[config.mk]
export PLATFORM = sky130hd
export DESIGN_NAME = seq_add_sub_flat
export DESIGN_NICKNAME = d
export VERILOG_FILES = /design/src/rtl/seq_add_sub_if.sv /design/src/rtl/seq_add_sub.sv /design/src/flat_wrapper.sv
export SDC_FILE = /design/constraint.sdc
export NUM_CORES = 1
export LEC_CHECK = 0
export CAP_MARGIN = 20
export CORE_MARGIN = 4
export CORE_UTILIZATION = 34
export CTS_CLUSTER_SIZE = 28
export DETAILED_ROUTE_END_ITERATION = 8
export GPL_TIMING_DRIVEN = 0
export PLACE_DENSITY_LB_ADDON = 0.2
export SLEW_MARGIN = 20
export SYNTH_ARGS = -nofsm -noshare
export SYNTH_HDL_FRONTEND = slang
export SYNTH_SLANG_ARGS = --single-unit
[constraint.sdc]
create_clock -name clk -period 4.58 [get_ports clk]
set_input_delay 0.916 -clock clk [delete_from_list [all_inputs] [get_ports clk]]
set_output_delay 0.916 -clock clk [all_outputs]
set_load 0.01 [all_outputs]
[src/rtl/seq_add_sub_if.sv]
// Handshake and operand/result bundle for seq_add_sub.
// The requester takes the master modport, the arithmetic unit takes the slave modport.
interface seq_add_sub_if #(
  parameter int WIDTH = 8
);
  logic             start;
  logic             sub;
  logic [WIDTH-1:0] a;
  logic [WIDTH-1:0] b;
  logic             busy;
  logic             done;
  logic [WIDTH-1:0] result;
  logic             carry;
  logic             overflow;
  logic             zero;

  modport master (
    output start, sub, a, b,
    input  busy, done, result, carry, overflow, zero
  );

  modport slave (
    input  start, sub, a, b,
    output busy, done, result, carry, overflow, zero
  );
endinterface

[src/rtl/seq_add_sub.sv]
// Chunk-serial two's-complement adder/subtractor.
// It adds CHUNK bits per clock, least-significant chunk first, and takes N = WIDTH/CHUNK cycles.
//   state  | meaning
//   S_IDLE | waiting for start
//   S_RUN  | adding chunk k each cycle
//   S_DONE | one-cycle done pulse; a new start is accepted here
module seq_add_sub #(
  parameter int WIDTH = 8,
  parameter int CHUNK = 4
) (
  input  logic        clk,
  input  logic        rst,
  seq_add_sub_if.slave bus
);
  localparam int N  = WIDTH / CHUNK;
  localparam int CW = (N > 1) ? $clog2(N) : 1;

  localparam logic [1:0] S_IDLE = 2'd0;
  localparam logic [1:0] S_RUN  = 2'd1;
  localparam logic [1:0] S_DONE = 2'd2;

  logic [1:0]       state;
  logic [WIDTH-1:0] op_a;
  logic [WIDTH-1:0] op_b;
  logic [WIDTH-1:0] acc;
  logic [WIDTH-1:0] acc_next;
  logic             cy;
  logic [CW-1:0]    k;
  logic [CHUNK:0]   chunk_sum;
  logic             last;

  always_comb begin
    chunk_sum = {1'b0, op_a[k*CHUNK +: CHUNK]} + {1'b0, op_b[k*CHUNK +: CHUNK]}
              + {{CHUNK{1'b0}}, cy};
    acc_next  = acc;
    acc_next[k*CHUNK +: CHUNK] = chunk_sum[CHUNK-1:0];
  end

  assign last     = (k == CW'(N - 1));
  assign bus.busy = (state == S_RUN);
  assign bus.done = (state == S_DONE);

  always_ff @(posedge clk) begin
    if (rst) begin
      state        <= S_IDLE;
      op_a         <= '0;
      op_b         <= '0;
      acc          <= '0;
      cy           <= 1'b0;
      k            <= '0;
      bus.result   <= '0;
      bus.carry    <= 1'b0;
      bus.overflow <= 1'b0;
      bus.zero     <= 1'b0;
    end else begin
      case (state)
        S_IDLE, S_DONE: begin
          if (bus.start) begin
            // subtract is a + ~b + 1, so the +1 enters as the initial carry
            op_a  <= bus.a;
            op_b  <= bus.b ^ {WIDTH{bus.sub}};
            cy    <= bus.sub;
            k     <= '0;
            acc   <= '0;
            state <= S_RUN;
          end else begin
            state <= S_IDLE;
          end
        end
        S_RUN: begin
          acc <= acc_next;
          cy  <= chunk_sum[CHUNK];
          if (last) begin
            k            <= '0;
            state        <= S_DONE;
            bus.result   <= acc_next;
            bus.carry    <= chunk_sum[CHUNK];
            bus.overflow <= (op_a[WIDTH-1] == op_b[WIDTH-1]) &&
                            (acc_next[WIDTH-1] != op_a[WIDTH-1]);
            bus.zero     <= (acc_next == '0);
          end else begin
            k <= k + CW'(1);
          end
        end
        default: state <= S_IDLE;
      endcase
    end
  end
endmodule

[src/flat_wrapper.sv]
// flat-port wrapper written by rule: the top's interface ports become plain ports
module seq_add_sub_flat 
#(
  parameter int WIDTH = 8,
  parameter int CHUNK = 4
)
  (clk, rst, bus_start, bus_sub, bus_a, bus_b, bus_busy, bus_done, bus_result, bus_carry, bus_overflow, bus_zero);
  seq_add_sub_if #(.WIDTH(WIDTH)) bus_i ();
  input  logic clk;
  input  logic rst;
  input wire logic [$bits(bus_i.start)-1:0] bus_start;
  input wire logic [$bits(bus_i.sub)-1:0] bus_sub;
  input wire logic [$bits(bus_i.a)-1:0] bus_a;
  input wire logic [$bits(bus_i.b)-1:0] bus_b;
  output wire logic [$bits(bus_i.busy)-1:0] bus_busy;
  output wire logic [$bits(bus_i.done)-1:0] bus_done;
  output wire logic [$bits(bus_i.result)-1:0] bus_result;
  output wire logic [$bits(bus_i.carry)-1:0] bus_carry;
  output wire logic [$bits(bus_i.overflow)-1:0] bus_overflow;
  output wire logic [$bits(bus_i.zero)-1:0] bus_zero;
  assign bus_i.start = bus_start;
  assign bus_i.sub = bus_sub;
  assign bus_i.a = bus_a;
  assign bus_i.b = bus_b;
  assign bus_busy = bus_i.busy;
  assign bus_done = bus_i.done;
  assign bus_result = bus_i.result;
  assign bus_carry = bus_i.carry;
  assign bus_overflow = bus_i.overflow;
  assign bus_zero = bus_i.zero;
  seq_add_sub #(.WIDTH(WIDTH), .CHUNK(CHUNK)) u_core (.clk(clk), .rst(rst), .bus(bus_i));
endmodule
After elaboration in Yosys (flattened, before gate mapping). Index checks and enable logic that the tools add are counted.

Register bits after elaboration: 39. Input port bits: 20. Output and inout port bits: 13. Word-level logic and storage cells: 44.

$add $sub $neg: 4. Equality and inequality tests: 6. Shift operators: 4. Mux-type cells: 11. Bitwise operators: 1. Reduce and logical (&&, ||, !) cells: 8.

Operators by type and width (count): 3-bit negation with 34-bit output (1); 4-bit by 34-bit variable shift with 8-bit output (first input constant) (1); 4-bit by 34-bit indexed part select with 8-bit output (1); 8-bit case mux with 2 select lines (1); 8-bit by 4-bit indexed part select with 4-bit output (2); 8-bit bitwise mux (1); 8-bit logical NOT (1); 8-bit two-way mux (1); 8-bit bitwise XOR (1); 2-bit AND reduction (3); 4-bit by 4-bit adder with 5-bit output (1); 5-bit by 1-bit adder with 5-bit output (1); 1-bit two-way mux (4); 1-bit case mux with 2 select lines (2); 2-bit case mux with 2 select lines (1); 2-bit by 1-bit equality test with 1-bit output (second input constant) (1); 2-bit equality test (second input constant) (1); 2-bit logical NOT (1); 2-bit two-way mux (1); 2-bit by 1-bit != test with 1-bit output (second input constant) (1); 2-bit != test (second input constant) (1); 2-bit nonzero test (1); 2-bit OR reduction (1); 1-bit adder (second input constant) (1); other kinds (3) (3).

Logic depth before layout (Yosys ltp).
Word-level depth: 7. Mapped depth: 9. Gate-level depth less buffers: 8.

Worst setup path after synthesis. OpenSTA, ideal clock, no wires.

Path kind: flip-flop to flip-flop. From: reg u_core.k. To: reg u_core.bus.overflow. Library setup time: 0.091 ns. Arrival time: 2.480 ns. Required time: 4.489 ns. Path slack: 2.009 ns. Stages on the path, launching flop included: 8. Buffers on the path: 1. Clock period less this slack: 2.571 ns. Path through: dfxtp_1 buf_1 mux2_2 ha_1 and3b_4 o21a_1 or4_1 a311oi_1.

Cells in the longest elaborated chain, start to end: 7. Elaborated cells between the ends (all ways): 11. Classes of those cells: add/sub: 3; eq/ne: 1; shift: 4; mux: 1; reduce/logical: 2.

RTL lines: from (decl) (line seq_add_sub.sv:28) `logic [CW-1:0] k;`; from (signal assigned) (line seq_add_sub.sv:82) `k <= k + CW'(1);`; 8-bit by 4-bit indexed part select with 4-bit output (line seq_add_sub.sv:33) `chunk_sum = {1'b0, op_a[k*CHUNK +: CHUNK]} + {1'b0, op_b[k*CHUNK +: CHUNK]}`; 4-bit by 4-bit adder with 5-bit output (line seq_add_sub.sv:33); 5-bit by 1-bit adder with 5-bit output (line seq_add_sub.sv:34) `+ {{CHUNK{1'b0}}, cy};`; 4-bit by 34-bit indexed part select with 8-bit output (line seq_add_sub.sv:36) `acc_next[k*CHUNK +: CHUNK] = chunk_sum[CHUNK-1:0];`; 8-bit bitwise mux (line seq_add_sub.sv:36); 1-bit != test (line seq_add_sub.sv:79) `(acc_next[WIDTH-1] != op_a[WIDTH-1]);`; 1-bit logical AND (line seq_add_sub.sv:78) `bus.overflow <= (op_a[WIDTH-1] == op_b[WIDTH-1]) &&`; to (signal assigned) (line seq_add_sub.sv:78); to (decl) (line seq_add_sub_if.sv:24) `output busy, done, result, carry, overflow, zero`.

Parallel ways exist; a longest one is shown, timed or not. A chain may end at the register's enable or synchronous reset.

Worst setup path in the final report.
From: reg u_core.k. To: reg u_core.bus.zero.

Cells in the longest elaborated chain, start to end: 6. Elaborated cells between the ends (all ways): 10. Classes of those cells: add/sub: 3; shift: 4; mux: 1; reduce/logical: 2.

RTL lines: 8-bit by 4-bit indexed part select with 4-bit output (line seq_add_sub.sv:33); 4-bit by 4-bit adder with 5-bit output (line seq_add_sub.sv:33); 5-bit by 1-bit adder with 5-bit output (line seq_add_sub.sv:34); 4-bit by 34-bit indexed part select with 8-bit output (line seq_add_sub.sv:36); 8-bit bitwise mux (line seq_add_sub.sv:36); 8-bit logical NOT (line seq_add_sub.sv:80) `bus.zero <= (acc_next == '0);`; to (signal assigned) (line seq_add_sub.sv:80); to (decl) (line seq_add_sub_if.sv:24).

Parallel ways exist; a longest one is shown, timed or not.

==> results.yml <==
status:
  outcome: "complete, no violations"
clocking:
  htreeDepth: 2
  insertion_delay_ns: 0.29
  clkSinkCount: 35
  post_cts_buffers: 0
  cts_max_path_buffers: 2
  cts_tree: "built"
  cts_root_buf: "clkbuf_8"
  clkSlewWorstSetupHoldPaths_ns: 0.07
  cts_made_buffers: 5
  cts_resized: 0
  hold_buffers: 0
logic_synthesis:
  synth_common_cells: "dfxtp_1, nand2_1, a21oi_1, nor2_1, clkbuf_1"
  synth_most_common_cell: "dfxtp_1"
  synthArstFlopShare: 0
  yosysTopAreaCellShare: 0.4399
  synth_area_per_cell_um2: 8.656
  ys_ff_latch: 35
  netlist_area_um2: 1593
  yosys.area.top_type: "dfxtp_1"
  synth-edff-count: 0
  ys_seq_area_frac: 0.4399
  synth_cells: 184
  synth_cell_types: 38
  yosys_most_used_dff: "dfxtp_1"
  synth_warnings: 0
  syn_nets: 209
  synth_area_leaders: "dfxtp_1, nand2_1, a21oi_1, xnor2_1, mux2_2"
sta:
  hold_viol: 0
  clock.fmax_ghz: 0.3530
  hold_slack_ns: 0.4532
  fin_ws_ns: 1.747
  worst_slew_pin_slew_ns: 0.5962
  fin_crit_sh: 0.6185
  finalMaxSlewViolations: 0
  setup-violations-final: 0
  fin_crit_ns: 2.833
  rsz0062_at_grt: "no"
  finalClockSkew_ns: 0.005711
  slew_headroom: 0.6025
  tns_ns: 0
die:
  die_h_um: 76.45
  die_area_um2: 5844
  io-pin-count: 33
  start_util: 0.3584
  die_x_um: 76.45
  core-area_um2: 4444
  rows: 24
worst_setup_path:
  reg2reg_depth: 6
  path_buf_inv: 1
  worstPathArrival_ns: 3.06
  crit_required_ns: 4.81
  critPathMaxFanout: 10
  path_cells: "buf_1 -> mux2i_1 -> fa_1 -> or4b_2 -> a2111oi_0 -> a31o_2"
  reg2reg_setup_slack_ns: 1.75
  reg2reg_from: "u_core.k$_SDFFE_PP0P_"
  crit_slowest_cell: "or4b_2"
  critPathTopFamily: "simple AND/OR/NAND/NOR gates"
  criticalPathCategory: "flip-flop to flip-flop"
  end_kind: "flip-flop"
  max_stage_delay_ns: 0.59
  critPathLaunch: "u_core.k$_SDFFE_PP0P_"
  regToRegEndpoint: "u_core.bus.zero$_SDFFE_PP0P_"
  startpoint_type: "flip-flop"
global_routing:
  grt_use_total: 0.1287
  grt_pass1_wl_um: 6023
  grt_pass1_vias: 1313
  grt_antenna_before_repair: 0
  grt_start_max_net_pins: 12
  overflow: 0
power:
  irDropWorstVdd_mv: 0.1860
  power_leakage_uw: 0.0007864
  p_per_area_nw_per_um2: 373.1
drt:
  avgViaCountPerCell: 4.855
  vias: 1335
  drtAntennaViolNets: 0
  routed_wl_um: 3472
  drcViolationCount: 0
  routedWlPerCell_um: 12.63
  first_pass_iters: 4
  drtIter0Drc: 62
worst_hold_path:
  holdPathStages: 2
  holdPathEnd: "u_core.op_a[3]$_SDFFE_PP0P_"
  hp-start: "u_core.op_a[3]$_SDFFE_PP0P_"
  worstHoldPathType: "flip-flop to flip-flop"
placed_design:
  hpwl_um: 2573
  pre_cts_ws_ns: 1.703
  place_congestion: 0.7723
  portBuffers: 31
  placedCellCount: 267
run:
  max-cap-violations: 0
finish:
  num_antenna_cells: 0
  layout.nets: 247
  syn2layout_area_growth_pct: 31.89
  instances_no_fill: 275
  fill_cells: 454
  drive_gt1_frac: 0.09865
report_power, final:
group	internal, uW	total [uW]	switching [uW]
registers	321	331	9.91
clock network	218	328	110
logic	61.2	125	63.3
final cells by class:
cell class                      count  area (um^2)  area share
Multi-Input combinational cell    132        827.0      0.3937
Sequential cell                    35        700.7      0.3335
Timing Repair Buffer               31        310.3      0.1477
Clock buffer                        6        72.57     0.03454
Tap cell                           52        65.06     0.03097
Clock inverter                      2        60.06     0.02859
Buffer                             14        53.80     0.02561
Inverter                            3        11.26    0.005360
per-stage QoR:
step | cell area, um^2 | power (uW) | utilization
floorplan | 1593 | 420.3 | -
global placement | 1968 | 463.9 | 0.4428
detailed placement | 1968 | 464.5 | 0.4428
CTS | 2101 | 793.5 | 0.4727
global route | 2101 | 821.6 | 0.4727
finish | 2101 | 783.7 | 0.4727
worst max-delay path by stage:
stage	slack [ns]	cells past startpoint	endpoint
after CTS	1.68	6	u_core.bus.zero$_SDFFE_PP0P_
after floorplan	2.01	7	u_core.bus.overflow$_SDFFE_PP0P_
after detailed placement	1.70	6	u_core.bus.zero$_SDFFE_PP0P_
after global routing	1.55	6	u_core.bus.zero$_SDFFE_PP0P_
final	1.75	6	u_core.bus.zero$_SDFFE_PP0P_
after global placement	1.71	6	u_core.bus.zero$_SDFFE_PP0P_
routing by layer:
metal / global-route usage / part of all wire / vias to the layer above
met1: 0.1530 / 0.48 / 594
met4: 0.05978 / 0.020 / 0
met2: 0.2170 / 0.45 / 31
met5: 0 / 0 / -
li1: - / - / 703
met3: 0.03191 / 0.049 / 7
cells in the final DEF, fill, tap and decap left out, drive strengths merged, types with 2 or more instances in the layout:
master         instances
dfxtp                 35
nand2                 32
clkdlybuf4s50         31
a21oi                 21
clkbuf                18
nor2                  16
xnor2                  8
a211oi                 8
mux2                   6
nor2b                  4
nand3                  4
inv                    3
mux2i                  3
ha                     3
a21o                   3
o21ai                  2
nand3b                 2
fa                     2
bufinv                 2
buf                    2
kinds of logic (layout without fill, tap and decap cells):
kind of cell	Yosys count	in the layout	synth area share
fa+ha+maj	5	5	0.04871
xor+xnor	9	9	0.04949
buf+inv	17	56	0.04084
compound gates	41	41	0.1603
mux	9	9	0.06127
simple gates	68	68	0.1995
flops	35	35	0.4399
flip-flops by register name (all words and copies together), names as in the netlist:
signal and flops:
u_core.op_b 8, u_core.k 1, u_core.acc 4, u_core.cy 1, u_core.bus.overflow 1, u_core.bus.zero 1, u_core.state 2, u_core.op_a 8
u_core.bus.result 8, u_core.bus.carry 1
tightest hold or removal path, stage by stage (launching register included):
cell     delay [ns]
dfxtp_1        0.31
nand2_1        0.05
a21oi_1        0.05
Power figures use the tool's default switching activity.
